## src/rtl/aska_spi_master.sv

```systemverilog
// SPI mode-0 master that shifts one 128-bit ASKA configuration frame (conf0, conf1, ele1, ele2)
// MSB first inside a single chip-select burst. SPI_Clk comes from clk through an integer divider.
module aska_spi_master #(
    parameter int unsigned HALF_PERIOD = 4,
    parameter int unsigned CS_SETUP    = 4,
    parameter int unsigned CS_HOLD     = 4,
    parameter int unsigned CS_GAP      = 4
) (
    input  logic        clk,
    input  logic        reset,
    input  logic        start,
    input  logic [31:0] conf0,
    input  logic [31:0] conf1,
    input  logic [31:0] ele1,
    input  logic [31:0] ele2,
    output logic        busy,
    output logic        done,
    output logic        SPI_CS,
    output logic        SPI_Clk,
    output logic        SPI_MOSI
);

    localparam int unsigned MaxA = (HALF_PERIOD > CS_SETUP) ? HALF_PERIOD : CS_SETUP;
    localparam int unsigned MaxB = (CS_HOLD > CS_GAP) ? CS_HOLD : CS_GAP;
    localparam int unsigned MaxP = (MaxA > MaxB) ? MaxA : MaxB;
    localparam int unsigned CntW = $clog2(MaxP) + 1;

    localparam logic [CntW-1:0] HalfLd  = CntW'(HALF_PERIOD);
    localparam logic [CntW-1:0] SetupLd = CntW'(CS_SETUP);
    localparam logic [CntW-1:0] HoldLd  = CntW'(CS_HOLD);
    localparam logic [CntW-1:0] GapLd   = CntW'(CS_GAP);
    localparam logic [CntW-1:0] CntOne  = CntW'(1);

    typedef enum logic [2:0] {
        StIdle,
        StSetup,
        StSckHi,
        StSckLo,
        StHold,
        StGap
    } state_e;

    state_e          state_q, state_d;
    logic [CntW-1:0] cnt_q, cnt_d;
    logic [127:0]    sreg_q, sreg_d;
    logic [6:0]      bit_q, bit_d;
    logic            last_q, last_d;
    logic            cs_q, cs_d;
    logic            sclk_q, sclk_d;
    logic            busy_q, busy_d;
    logic            done_q, done_d;

    always_ff @(posedge clk or posedge reset) begin
        if (reset) begin
            state_q <= StIdle;
            cnt_q   <= '0;
            sreg_q  <= '0;
            bit_q   <= '0;
            last_q  <= 1'b0;
            cs_q    <= 1'b1;
            sclk_q  <= 1'b0;
            busy_q  <= 1'b0;
            done_q  <= 1'b0;
        end else begin
            state_q <= state_d;
            cnt_q   <= cnt_d;
            sreg_q  <= sreg_d;
            bit_q   <= bit_d;
            last_q  <= last_d;
            cs_q    <= cs_d;
            sclk_q  <= sclk_d;
            busy_q  <= busy_d;
            done_q  <= done_d;
        end
    end

    always_comb begin
        state_d = state_q;
        cnt_d   = cnt_q;
        sreg_d  = sreg_q;
        bit_d   = bit_q;
        last_d  = last_q;
        cs_d    = cs_q;
        sclk_d  = sclk_q;
        busy_d  = busy_q;
        done_d  = 1'b0;

        unique case (state_q)
            StIdle: begin
                if (start) begin
                    sreg_d  = {conf0, conf1, ele1, ele2};
                    bit_d   = '0;
                    last_d  = 1'b0;
                    cnt_d   = SetupLd;
                    cs_d    = 1'b0;
                    busy_d  = 1'b1;
                    state_d = StSetup;
                end
            end
            StSetup: begin
                if (cnt_q == CntOne) begin
                    sclk_d  = 1'b1;
                    cnt_d   = HalfLd;
                    state_d = StSckHi;
                end else begin
                    cnt_d = cnt_q - CntOne;
                end
            end
            StSckHi: begin
                if (cnt_q == CntOne) begin
                    sclk_d  = 1'b0;
                    cnt_d   = HalfLd;
                    state_d = StSckLo;
                    // MOSI is sreg[127]; after the 128th bit a zero has been shifted into place
                    sreg_d  = {sreg_q[126:0], 1'b0};
                    if (bit_q != 7'd127) begin
                        bit_d = bit_q + 7'd1;
                    end else begin
                        last_d = 1'b1;
                    end
                end else begin
                    cnt_d = cnt_q - CntOne;
                end
            end
            StSckLo: begin
                if (cnt_q == CntOne) begin
                    if (!last_q) begin
                        sclk_d  = 1'b1;
                        cnt_d   = HalfLd;
                        state_d = StSckHi;
                    end else begin
                        cnt_d   = HoldLd;
                        state_d = StHold;
                    end
                end else begin
                    cnt_d = cnt_q - CntOne;
                end
            end
            StHold: begin
                if (cnt_q == CntOne) begin
                    cs_d    = 1'b1;
                    done_d  = 1'b1;
                    cnt_d   = GapLd;
                    state_d = StGap;
                end else begin
                    cnt_d = cnt_q - CntOne;
                end
            end
            StGap: begin
                if (cnt_q == CntOne) begin
                    busy_d  = 1'b0;
                    cnt_d   = '0;
                    state_d = StIdle;
                end else begin
                    cnt_d = cnt_q - CntOne;
                end
            end
            default: state_d = StIdle;
        endcase
    end

    assign busy     = busy_q;
    assign done     = done_q;
    assign SPI_CS   = cs_q;
    assign SPI_Clk  = sclk_q;
    assign SPI_MOSI = sreg_q[127];

endmodule

```

## config.mk

```make
export PLATFORM = sky130hd
export DESIGN_NAME = aska_spi_master
export DESIGN_NICKNAME = d
export VERILOG_FILES = /design/src/rtl/aska_spi_master.sv
export SDC_FILE = /design/constraint.sdc
export NUM_CORES = 1
export LEC_CHECK = 0
export BUFFER_PORTS_ARGS = -buffer_cell sky130_fd_sc_hd__buf_4
export CAP_MARGIN = 10
export CORE_ASPECT_RATIO = 0.9
export CORE_MARGIN = 2
export CORE_UTILIZATION = 50
export CTS_CLUSTER_SIZE = 20
export DETAILED_ROUTE_END_ITERATION = 6
export PLACE_DENSITY = 0.89
export RECOVER_POWER = 100
export REMOVE_ABC_BUFFERS = 1
export SYNTH_ARGS = -nofsm -noshare
export SYNTH_HDL_FRONTEND = slang
export SYNTH_SLANG_ARGS = --single-unit
```

## constraint.sdc

```tcl
create_clock -name clk -period 4.3 [get_ports clk]
set_clock_uncertainty 0.1 [all_clocks]
set_input_delay 0 -clock clk [delete_from_list [all_inputs] [get_ports clk]]
set_output_delay 0 -clock clk [all_outputs]
set_load 0.01 [all_outputs]
```

* Word level (Yosys, flattened, before mapping)
Cells that the tools add are included.
** Word-level totals
- Register bits :: 146
- Output and inout bits :: 5
** Cells by class
- Add/sub/neg operators :: 2
- Eq/ne operators :: 16
- Mux-type cells :: 33
- Reduce and logical (&&, ||, !) cells :: 15
** Operators by type and width (count)
- $mux 128 :: 2
- $pmux 128 s2 :: 1
- $mux 3 :: 10
- $mux 7 :: 3
- $ne 2x2->1 const B :: 9
- $pmux 3 s6 :: 1
- $pmux 7 s2 :: 1
- $mux 1 :: 10
- $pmux 3 s3 :: 1
- $reduce_and 3->1 :: 3
- $reduce_and 4->1 :: 2
- $add 7x1->7 const B :: 1
- $ne 7x7->1 const B :: 1
- $eq 3x1->1 const B :: 2
- $eq 3x2->1 const B :: 2
- $eq 3x3->1 const B :: 2
- $pmux 1 s2 :: 3
- $reduce_and 6->1 :: 1
- $reduce_bool 2->1 :: 3
- $reduce_bool 3->1 :: 2
- $reduce_and 5->1 :: 1
- $reduce_or 4->1 :: 1
- $logic_not 3->1 :: 1
- $pmux 1 s3 :: 1
- other kinds (2) :: 2

* Logic depth before layout (Yosys ltp)
- Word-level depth :: 4
- Depth in mapped cells :: 8

* Worst setup path before layout
No wires, ideal clock.
- Kind :: register to register
- Start point :: register cnt_q[1]
- End point :: register bit_q[2]
- Setup time :: 121 ps
- Data arrival time :: 1488 ps
- Data required time :: 4079 ps
- Slack :: 2591 ps
- Cell stages (with the launch flop) :: 8
- Period minus slack after synthesis :: 1709 ps
- Cells stage by stage :: dfrtp_1 inv_1 ha_1 nor2b_1 buf_2 o211ai_1 and2_1 a22o_1
** Between the ends
- Longest elaborated chain between the ends :: 3
** RTL lines
- start, declared :: RTL line 44 : logic [CntW-1:0] cnt_q, cnt_d;
- start signal, assigned :: RTL line 66 : cnt_q <= cnt_d;
- $eq 3x1->1 :: RTL line 110 : if (cnt_q == CntOne) begin
- $ne 2x2->1 (no line)
- $reduce_and 4->1 (no line)
- end signal, assigned :: RTL line 68 : bit_q <= bit_d;
- end, declared :: RTL line 46 : logic [6:0] bit_q, bit_d;
Every way passes these cells.
A chain may end at the register's enable or synchronous reset.

* Worst setup path after layout
- Start point :: register state_q[1]
- End point :: register sreg_q[126]
** Between the ends
- Longest elaborated chain between the ends :: 3
** RTL lines
- start, declared :: RTL line 43 : state_e state_q, state_d;
- start signal, assigned :: RTL line 55 : state_q <= StIdle;
- start signal, assigned :: RTL line 65 : state_q <= state_d;
- $eq 3x2->1 / $logic_not 3->1 (equally long branches) :: RTL line 88 : unique case (state_q)
- $ne 2x2->1 (no line) / $reduce_bool 2->1 (equally long branches)
- $reduce_and 3->1 (no line)
- end signal, assigned :: RTL line 67 : sreg_q <= sreg_d;
- end, declared :: RTL line 45 : logic [127:0] sreg_q, sreg_d;
Several ways; a longest one is shown, not always the timed one.

==> impl_metrics.tcl <==
set metrics [dict create \
    die_x_um 127 \
    stdcell_area_um2 9670 \
    hold_viol_final 0 \
    die_h_um 114 \
    critPathMaxStageDelay_ns 1.21 \
    netSwitchingFraction_pct 33.8 \
    p_comb_share_pct 29.4 \
    p_leak_nw 4.28 \
    synth_fa_ha_area_share_pct 0.555 \
    synth_edf_count 0 \
    start_util_pct 51.0 \
    worst_slew_pin_slew_ns 2.40 \
    avgRoutedWirePerCell_um 16.4 \
    grt.overflow.total 0 \
    hold_depth 4 \
    cellInternalPower_mw 3.80 \
    period_minus_slack_ns 3.14 \
    rsz0062_at_grt "false" \
    cp_cell_sequence "nor3b_1 > buf_12 > nand2_1 > a31oi_1" \
    ir_worst_vdd_mv 0.305 \
    drive_gt1_share_pct 15.9 \
    synth_xor_xnor_area_share_pct 0 \
    path_depth 4 \
    async_flop_share_pct 100 \
    min_period_over_period_pct 73.0 \
    first_iter_violations 863 \
    grt_pass1_wl_mm 32.2 \
    post_cts_buffers 0 \
    nFillCells 880 \
    status "finished, violations left" \
    yosysSeqAreaShare_pct 54.1 \
    hp-class "in2reg" \
    seqPwrFrac_pct 41.5 \
    critical_path_class "reg2reg" \
    vias_per_cell 5.52 \
    ios 136 \
    ys_ff_latch 146 \
    switchingPower_mw 1.95 \
    ctsResizeCount 0 \
    final_cell_mix "nand2_1 (265), dfrtp_1 (145), nor2_1 (136)" \
    ctsLongestPathBuffers 2 \
    cp_top_family "simple AND/OR/NAND/NOR gates" \
    row_count 40 \
    synth_area_per_cell_um2 8.33 \
    synthFlopType "dfrtp_1" \
    syn_to_final_growth_pct 43.0 \
    synthesis.area_um2 6760 \
    cts_root_buf "clkbuf_16" \
    power_frac_clock_pct 29.1 \
    synth.area.mux_share_pct 0.463 \
    worstPathMaxFanout 120 \
    cp.required_ns 4.51 \
    ys_warn_count 0 \
    max_cap_violations 1 \
    io_buffers 135 \
    synth-simple-area-share_pct 24.7 \
    setup_slack_ns 1.16 \
    syn_inst 812 \
    cp_slowest_cell "nor3b_1" \
    die-area_um2 14500 \
    dr.pass1.iters 7 \
    end_kind "flop" \
    ant_nets 0 \
    final_common_cell "nand2_1" \
    synth_cell_types 37 \
    crit_buf_inv 1 \
    numClockSinks 146 \
    setup_violations 0 \
    track_usage_pct 28.6 \
    num_vias 6755 \
    placed_area_um2 7750 \
    max_slew_margin_pct -59.9 \
    coreArea_um2 13300 \
    rr_worst_depth 4 \
    nNetsFinal 1174 \
    cts_tree "built" \
    grt_antenna_before_repair 2 \
    drc 0 \
    power_density_nw_per_um2 595 \
    clk_latency_ns 0.42 \
    dp_hpwl_mm 9.39 \
    cts_made_buffers 17 \
    routed_wl_mm 20.1 \
    synth_top_family_by_area "simple AND/OR/NAND/NOR gates" \
    cts_hold_buf 130 \
    grt_max_degree 257 \
    place_ws_ns 1.90 \
    violations "capacitance limit, slew limit" \
    fmax_mhz 318 \
    place.gp.congestion 0.825 \
    arrival_ns 3.35 \
    htree_levels 4 \
    synth_compound_area_share_pct 15.1 \
    drv_slew 115 \
    path_clk_slew_ns 0.06 \
    critPathLaunchType "flop" \
    grt_pass1_vias 6507 \
]
## worst paths after layout
check / slack, ns / start / to
setup / recovery: 1.16 / state_q[1] / sreg_q[126]
hold reg to reg: 0.40 / bit_q[6] / bit_q[6]
hold / removal: 0.29 / ele2[0] / sreg_q[0]
min in group asynchronous: 0.78 / reset / cnt_q[2]
setup reg to reg: 1.16 / state_q[1] / sreg_q[126]
max in group asynchronous: 1.53 / reset / sreg_q[15]
## per-layer routing
| layer | global-route usage (%) | part of all wire, % | vias to the layer above | wire [µm] |
|---|---|---|---|---|
| li1 | - | - | 3185 | - |
| met1 | 34.6 | 39 | 3161 | 7840 |
| met2 | 48.7 | 51 | 351 | 10200 |
| met5 | 0 | 0 | - | 0 |
| met4 | 13.0 | 3.0 | 0 | 595 |
| met3 | 6.82 | 7.4 | 58 | 1490 |
## sequential cells by signal (all words and copies together) (netlist names)
| register | count |
|---|---|
| sreg_q | 128 |
| state_q | 3 |
| bit_q | 7 |
| busy | 1 |
| done | 1 |
| SPI_CS | 1 |
| SPI_Clk | 1 |
| last_q | 1 |
| cnt_q | 3 |
## stage by stage
step	hold WS [ns]	std cells	TNS [ns]	utilization [%]	total power, mW
after CTS	0.234	1221	0	73.2	5.70
after detailed placement	0.134	1059	0	58.4	3.92
after global routing	0.287	1223	0	72.9	6.12
final	0.285	1223	0	72.9	5.75
after floorplan	0.0385	751	-295.11	-	3.54
after global placement	0.130	1059	0	58.4	3.83
## cells by family after synthesis
logic type	count (synthesis)
simple gates	428
compound gates	163
flops	146
buf+inv	69
mux	3
fa+ha+maj	3
## area by class of cell
type / instances / area [µm²] / area share [%]
antenna: 2 / 5.00 / 0.0518
clock buffer: 21 / 450 / 4.66
clock inverter: 11 / 208 / 2.15
inverter: 8 / 33.8 / 0.349
multi-input combinational: 597 / 2750 / 28.4
sequential: 146 / 3650 / 37.8
tap: 168 / 210 / 2.17
timing repair buffer: 270 / 2360 / 24.4
## synthesized netlist by cell type, types with 2 or more instances
cell | instances | area share (%)
nor3_1 | 9 | 0.67
nand3_1 | 7 | 0.52
mux2i_1 | 2 | 0.30
o21ai_0 | 6 | 0.44
dfrtp_1 | 145 | 54
a21oi_1 | 13 | 0.96
inv_1 | 8 | 0.44
o2bb2ai_1 | 3 | 0.39
nand2b_1 | 2 | 0.19
buf_1 | 2 | 0.11
o22ai_1 | 2 | 0.19
nand2_1 | 266 | 15
a211oi_1 | 3 | 0.33
a31oi_1 | 129 | 12
and2_1 | 2 | 0.19
nor2_1 | 136 | 7.6
buf_2 | 47 | 3.5
ha_1 | 3 | 0.56
buf_4 | 5 | 0.56
clkbuf_1 | 5 | 0.28
## power groups by stage
stage | registers (mW) | clock network (mW) | logic (mW)
6_report | 2.38 | 1.67 | 1.69
3_5_place_dp | 2.36 | 0 | 1.56
4_1_cts | 2.36 | 1.68 | 1.66
3_3_place_gp | 2.34 | 0 | 1.49
5_1_grt | 2.44 | 1.76 | 1.91
2_1_floorplan | 2.27 | 0 | 1.27
## worst reg2reg max path, cell delays in order (launching register included)
cell	delay, ns
dfrtp_1	0.70
nor3b_1	1.21
buf_12	0.47
nand2_1	0.27
a31oi_1	0.28
No activity file was read; power rests on OpenSTA's default activity.
